<file path="config.mk">
export PLATFORM = sky130hd
export DESIGN_NAME = button_conditioner
export DESIGN_NICKNAME = d
export VERILOG_FILES = /design/src/rtl/button_conditioner_pkg.sv /design/src/rtl/debounce_channel.sv /design/src/rtl/button_conditioner.sv
export SDC_FILE = /design/constraint.sdc
export NUM_CORES = 1
export LEC_CHECK = 0
export CORE_MARGIN = 4
export CORE_UTILIZATION = 41
export DETAILED_ROUTE_END_ITERATION = 8
export MAX_ROUTING_LAYER = met4
export SLEW_MARGIN = 25
export SYNTH_ARGS = -nofsm -noshare
export SYNTH_HDL_FRONTEND = slang
export SYNTH_SLANG_ARGS = --single-unit
</file>
<file path="constraint.sdc">
create_clock -name clk -period 2.99 [get_ports clk]
set_input_delay 0.4485 -clock clk [delete_from_list [all_inputs] [get_ports clk]]
set_output_delay 0.4485 -clock clk [all_outputs]
set_load 0.02 [all_outputs]
</file>
<file path="src/rtl/button_conditioner_pkg.sv">
// rtl/button_conditioner_pkg.sv - shared state encoding and defaults for the button conditioner
package button_conditioner_pkg;

    typedef enum logic [1:0] {
        ST_IDLE      = 2'd0,
        ST_ARMING    = 2'd1,
        ST_PRESSED   = 2'd2,
        ST_RELEASING = 2'd3
    } chan_state_t;

    localparam int unsigned DEBOUNCE_CYCLES_DEFAULT = 1000000;

    // Counter only has to reach DEBOUNCE_CYCLES-1; keep at least one bit for the degenerate case.
    function automatic int unsigned cnt_width(input int unsigned n);
        return (n <= 1) ? 1 : $clog2(n);
    endfunction

endpackage

</file>
<file path="src/rtl/debounce_channel.sv">
// rtl/debounce_channel.sv - one pushbutton channel: synchronizer, debounce FSM, press pulse
module debounce_channel
    import button_conditioner_pkg::*;
#(
    parameter int unsigned DEBOUNCE_CYCLES = DEBOUNCE_CYCLES_DEFAULT
) (
    input  logic clk,
    input  logic reset,
    input  logic btn_raw,
    output logic pulse,
    output logic level
);

    localparam int unsigned   CW       = cnt_width(DEBOUNCE_CYCLES);
    localparam logic [CW-1:0] CNT_LAST = CW'(DEBOUNCE_CYCLES - 1);

    logic [1:0]    sync_q;
    logic          btn_sync;
    chan_state_t   state_q;
    chan_state_t   state_d;
    logic [CW-1:0] cnt_q;
    logic [CW-1:0] cnt_d;
    logic          pulse_d;

    assign btn_sync = sync_q[1];

    always_ff @(posedge clk or negedge reset) begin
        if (!reset) begin
            sync_q  <= 2'b00;
            state_q <= ST_IDLE;
            cnt_q   <= '0;
            pulse   <= 1'b0;
        end else begin
            sync_q  <= {sync_q[0], btn_raw};
            state_q <= state_d;
            cnt_q   <= cnt_d;
            pulse   <= pulse_d;
        end
    end

    // cnt counts stable samples after the first one; it never advances past CNT_LAST.
    always_comb begin
        state_d = state_q;
        cnt_d   = cnt_q;
        pulse_d = 1'b0;
        case (state_q)
            ST_IDLE: begin
                if (btn_sync) begin
                    state_d = ST_ARMING;
                    cnt_d   = '0;
                end
            end
            ST_ARMING: begin
                if (!btn_sync) begin
                    state_d = ST_IDLE;
                    cnt_d   = '0;
                end else if (cnt_q == CNT_LAST) begin
                    state_d = ST_PRESSED;
                    pulse_d = 1'b1;
                end else begin
                    cnt_d = cnt_q + CW'(1);
                end
            end
            ST_PRESSED: begin
                if (!btn_sync) begin
                    state_d = ST_RELEASING;
                    cnt_d   = '0;
                end
            end
            ST_RELEASING: begin
                if (btn_sync) begin
                    state_d = ST_PRESSED;
                end else if (cnt_q == CNT_LAST) begin
                    state_d = ST_IDLE;
                    cnt_d   = '0;
                end else begin
                    cnt_d = cnt_q + CW'(1);
                end
            end
            default: begin
                state_d = ST_IDLE;
                cnt_d   = '0;
            end
        endcase
    end

    assign level = (state_q == ST_PRESSED) || (state_q == ST_RELEASING);

endmodule

</file>
<file path="src/rtl/button_conditioner.sv">
// rtl/button_conditioner.sv - two independent debounced pushbuttons feeding the sequence detector
module button_conditioner
    import button_conditioner_pkg::*;
#(
    parameter int unsigned DEBOUNCE_CYCLES = DEBOUNCE_CYCLES_DEFAULT
) (
    input  logic clk,
    input  logic reset,
    input  logic btn1_raw,
    input  logic btn2_raw,
    output logic P1,
    output logic P2,
    output logic p1_level,
    output logic p2_level
);

    debounce_channel #(
        .DEBOUNCE_CYCLES(DEBOUNCE_CYCLES)
    ) u_chan1 (
        .clk    (clk),
        .reset  (reset),
        .btn_raw(btn1_raw),
        .pulse  (P1),
        .level  (p1_level)
    );

    debounce_channel #(
        .DEBOUNCE_CYCLES(DEBOUNCE_CYCLES)
    ) u_chan2 (
        .clk    (clk),
        .reset  (reset),
        .btn_raw(btn2_raw),
        .pulse  (P2),
        .level  (p2_level)
    );

endmodule
</file>
# After elaboration in Yosys (flattened, before gate mapping)
# Index checks and enable logic that the tools add are counted.
# totals
register_bits	50
latchBits	0
ramBits	0
romBits	0
input_bits	4
output_inout_bits	4
elab_cells	72
mem_count	0
# op_classes
add_sub_neg	2
n_mul	0
div	0
n_lt_le_gt_ge	0
eq_ne	20
shift	0
mux	34
bitwise_logic	0
n_reduce_logical	8
# op_table
operator	count
2-to-1 mux 20 bit	12
one-hot mux 20 bit (4 select lines)	2
adder 20 x 1 -> 20 bit (second input constant)	2
equality test 20 bit (second input constant)	2
2-to-1 mux 2 bit	12
one-hot mux 2 bit (4 select lines)	2
AND reduction 4 bit	4
!= test 3 bit (second input constant)	4
equality test 2 bit (second input constant)	4
!= test 2 bit (second input constant)	4
2-to-1 mux 1 bit	6
!= test 3 x 1 -> 1 bit (second input constant)	2
equality test 2 x 1 -> 1 bit (second input constant)	2
zero test 2 bit	2
!= test 2 x 1 -> 1 bit (second input constant)	2
logical OR 1 bit	2

# Depth between registers and ports, before layout
# logic_depth
depth_word	4
depth_mapped	8
ltp_nobuf	6

# Modules after synthesis
# Synthesis repeated with hierarchy kept, for this count alone.
# hier_totals
cells_unflattened	286
area_unflattened_um2	2800.2
# modules_own_cells
module	instances	cells_each	area_each_um2	seq_area_each_um2
debounce_channel	2	143	1400.1	625.6

# Worst setup path before layout
# Ideal clock, no wire load.
# synth_path
path_kind	register to register
startpoint	register u_chan1.cnt_q[0]
endpoint	register u_chan1.cnt_q[16]
setup_ns	0.064
t_arrival_ns	2.004
required_time_ns	2.926
slack_ns	0.922
stages_incl_launch_ff	7
path_buffers	0
synth_period_minus_slack_ns	2.068
path_cell_list	dfrtp_1 -> ha_1 -> nand3_1 -> or4_4 -> or4_1 -> a21oi_1 -> a221o_2
# synth_between
elab_chain_cells	4
word_cells_on_any_way	9
classes_between	add/sub (1); eq/ne (2); mux (5); reduce/logical (1)
# synth_lines
item	line_no	source
from (decl)	debounce_channel.sv:21	logic [CW-1:0] cnt_q;
from (signal assigned)	debounce_channel.sv:36	cnt_q <= cnt_d;
adder 20 x 1 -> 20 bit or equality test 20 bit (tied branches)	-	
2-to-1 mux 20 bit, on equally long branches	debounce_channel.sv:73, debounce_channel.sv:57	
2-to-1 mux 20 bit, on equally long branches	debounce_channel.sv:71, debounce_channel.sv:54	
one-hot mux 20 bit (4 select lines)	debounce_channel.sv:46	case (state_q)
# Parallel ways exist; a longest one is shown, timed or not. The select of a mux whose other input is x is not followed.
# A chain may end at the register's enable or synchronous reset.

# Worst setup path after layout
# Same ends and word-level chain as after synthesis.

==> results_dict.tcl <==
set metrics [dict create \
    die_area_um2 9480 \
    cts.sinks 50 \
    clock-skew-final_ns 0.0117 \
    yosysWarnings 0 \
    n_antenna_cell 0 \
    first_pass_iters 5 \
    start_util_pct 42.2 \
    ios 8 \
    slew_viol_final 0 \
    viasPerCell 6.10 \
    rows 32 \
    slew-limit-headroom_pct 58.4 \
    cp-startpoint "u_chan1.cnt_q[0]" \
    synth_seq_cells 50 \
    ctsResizeCount 0 \
    dr_total_vias 2875 \
    post-route-min-period_ns 2.26 \
    drtIter0Drc 111 \
    start_kind "flip-flop" \
    vdd_drop_max_uv 183 \
    rsz0062_at_grt "false" \
    io_buffers 7 \
    groute.usage.overall_pct 17.3 \
    ctsHoldBuffers 0 \
    synth.top_cell.area_share_pct 38.2 \
    dp_hpwl_um 5480 \
    cap_violations 0 \
    r2r-start "u_chan1.cnt_q[0]" \
    synth_cell_types 62 \
    grt.overflow.total 0 \
    grt_pass1_wl_um 13500 \
    drc 0 \
    synthArstFlopShare_pct 100 \
    syn_area_um2 3280 \
    finalWorstSetupSlack_ns 0.733 \
    worst_slew_pin_slew_ns 0.616 \
    gp_congestion 0.906 \
    syn_to_final_growth_pct 5.04 \
    crit_path_end_kind "flip-flop" \
    coreArea_um2 7770 \
    synth_ff_type "dfrtp_1" \
    synth_edf_count 0 \
    yosysMostFrequentCell "dfrtp_1" \
    clk_pin_slew_ns 0.10 \
    drt-total-wl_um 7700 \
    post-route-period-util_pct 75.5 \
    clock_latency_ns 0.31 \
    synth-seq-area-share_pct 38.2 \
    syn_area_per_cell_um2 8.76 \
    htree_levels 2 \
    ff2ff_path_depth 7 \
    numCtsBuffers 5 \
    seqCellArea_um2 1250 \
    fin_setup_tns_ns 0 \
    path_max_fanout 9 \
    clk_path_buf_depth 2 \
    multiInputGateArea_um2 1800 \
    status "complete, no violations" \
    reg2reg_setup_slack_ns 0.73 \
    setup-violations-final 0 \
    worstSetupPathType "reg -> reg" \
    drive_gt1_share_pct 7.86 \
    p_per_area_nw_per_um2 354 \
    cp_data_arrival_time_ns 2.44 \
    postCtsSetupRepairBufs 0 \
    die_w_um 97.4 \
    synth_top_cells_by_area "dfrtp_1, nand2_1, nand3_1" \
    r2r_end "u_chan1.cnt_q[16]" \
    finalNetCount 374 \
    leakage_nw 1.32 \
    yosysTopAreaCell "dfrtp_1" \
    hold_path_class "in -> async" \
    antenna_found_initial 0 \
    routedWlPerCell_um 16.3 \
    hold_viol_final 0 \
    root_buffer "clkbuf_8" \
    syn_inst 374 \
    die-height_um 97.4 \
    cp-endpoint "u_chan1.cnt_q[16]" \
    nFillCells 770 \
    grt_max_degree 28 \
    critPathRequiredTime_ns 3.18 \
    dpl_worst_slack_ns 0.779 \
    yosys-top-cells-count "dfrtp_1, nand2_1, nor2_1, nand3_1, clkbuf_1" \
    max_freq_ghz 0.443 \
    grt_pass1_vias 2823 \
    synth_nets 380 \
    ant_nets 0 \
    cts_tree "yes" \
]
final cells by class:
class | count | share of cell area [%]
multi-input cells | 286 | 52.2
flip-flops and latches | 50 | 36.4
repair buffers | 16 | 3.85
well taps | 102 | 3.71
clock buffers | 6 | 2.40
inverters | 9 | 0.982
clock inverters | 2 | 0.509
worst min path at each step:
stage,slack (ns),to,startpoint
floorplan,0.15,asynchronous set/reset pin,reset
global placement,0.33,u_chan2.sync_q[1],u_chan2.sync_q[0]
detailed placement,0.34,u_chan2.sync_q[1],u_chan2.sync_q[0]
CTS,0.14,u_chan2.cnt_q[0],reset
global route,0.16,u_chan2.cnt_q[8],reset
finish,0.13,u_chan2.cnt_q[0],reset
report_power, final:
part           internal (mW)  switching, mW  total (mW)  leakage (nW)
registers              0.684         0.0148       0.699         0.682
clock network          0.191          0.236       0.427        0.0514
logic                 0.0282         0.0645      0.0928         0.587
sequential cells by signal (all words and copies together) (netlist names), named ones only:
register,cells
u_chan1.pulse,1
u_chan1.state_q,1
u_chan1.cnt_q,20
u_chan2.cnt_q,20
u_chan2.pulse,1
u_chan1.sync_q,2
u_chan2.sync_q,2
u_chan2.state_q,1
placed cells by master, fill, tap and decap left out, drive strengths merged, types with 10 or more instances in the layout:
cell / n
and4: 10
buf: 10
nor2: 26
nand2: 40
o21ai: 13
xnor2: 11
nand4: 15
nand3: 25
a31oi: 12
nor3: 14
dfrtp: 50
a21oi: 17
per-stage QoR:
step / hold slack [ns] / cell area [um^2] / utilization (%) / total power [mW] / std cells
after floorplan: 0.153 / 3280 / - / 0.771 / 374
after global placement: 0.333 / 3340 / 43.0 / 0.806 / 463
after detailed placement: 0.341 / 3340 / 43.0 / 0.807 / 463
after CTS: 0.138 / 3440 / 44.3 / 1.25 / 471
after global routing: 0.160 / 3440 / 44.3 / 1.29 / 471
final: 0.127 / 3440 / 44.3 / 1.22 / 471
worst max-delay path: stages (launching register included):
cell,delay [ns]
dfrtp_1,0.46
ha_1,0.25
and3_1,0.25
nand3_1,0.23
nor2_1,0.33
buf_4,0.23
a21oi_1,0.05
a221o_2,0.32
cells by family (layout without fill, tap and decap cells):
family,count (synthesis),after routing,share of synthesized area (%)
buf+inv,38,33,6.99
xor+xnor,15,15,4.01
fa+ha+maj,2,2,0.764
compound gates,96,96,20.8
mux,3,3,0.993
simple gates,170,170,28.3
flops,50,50,38.2
metal layers:
metal | part of all wire [%] | vias up | GRT usage [%]
li1 | - | 1413 | -
met1 | 46 | 1396 | 21.4
met2 | 49 | 58 | 28.5
met3 | 2.9 | 8 | 3.73
met4 | 1.4 | 0 | 5.32
met5 | 0 | - | -
No activity file was read; power rests on OpenSTA's default activity.
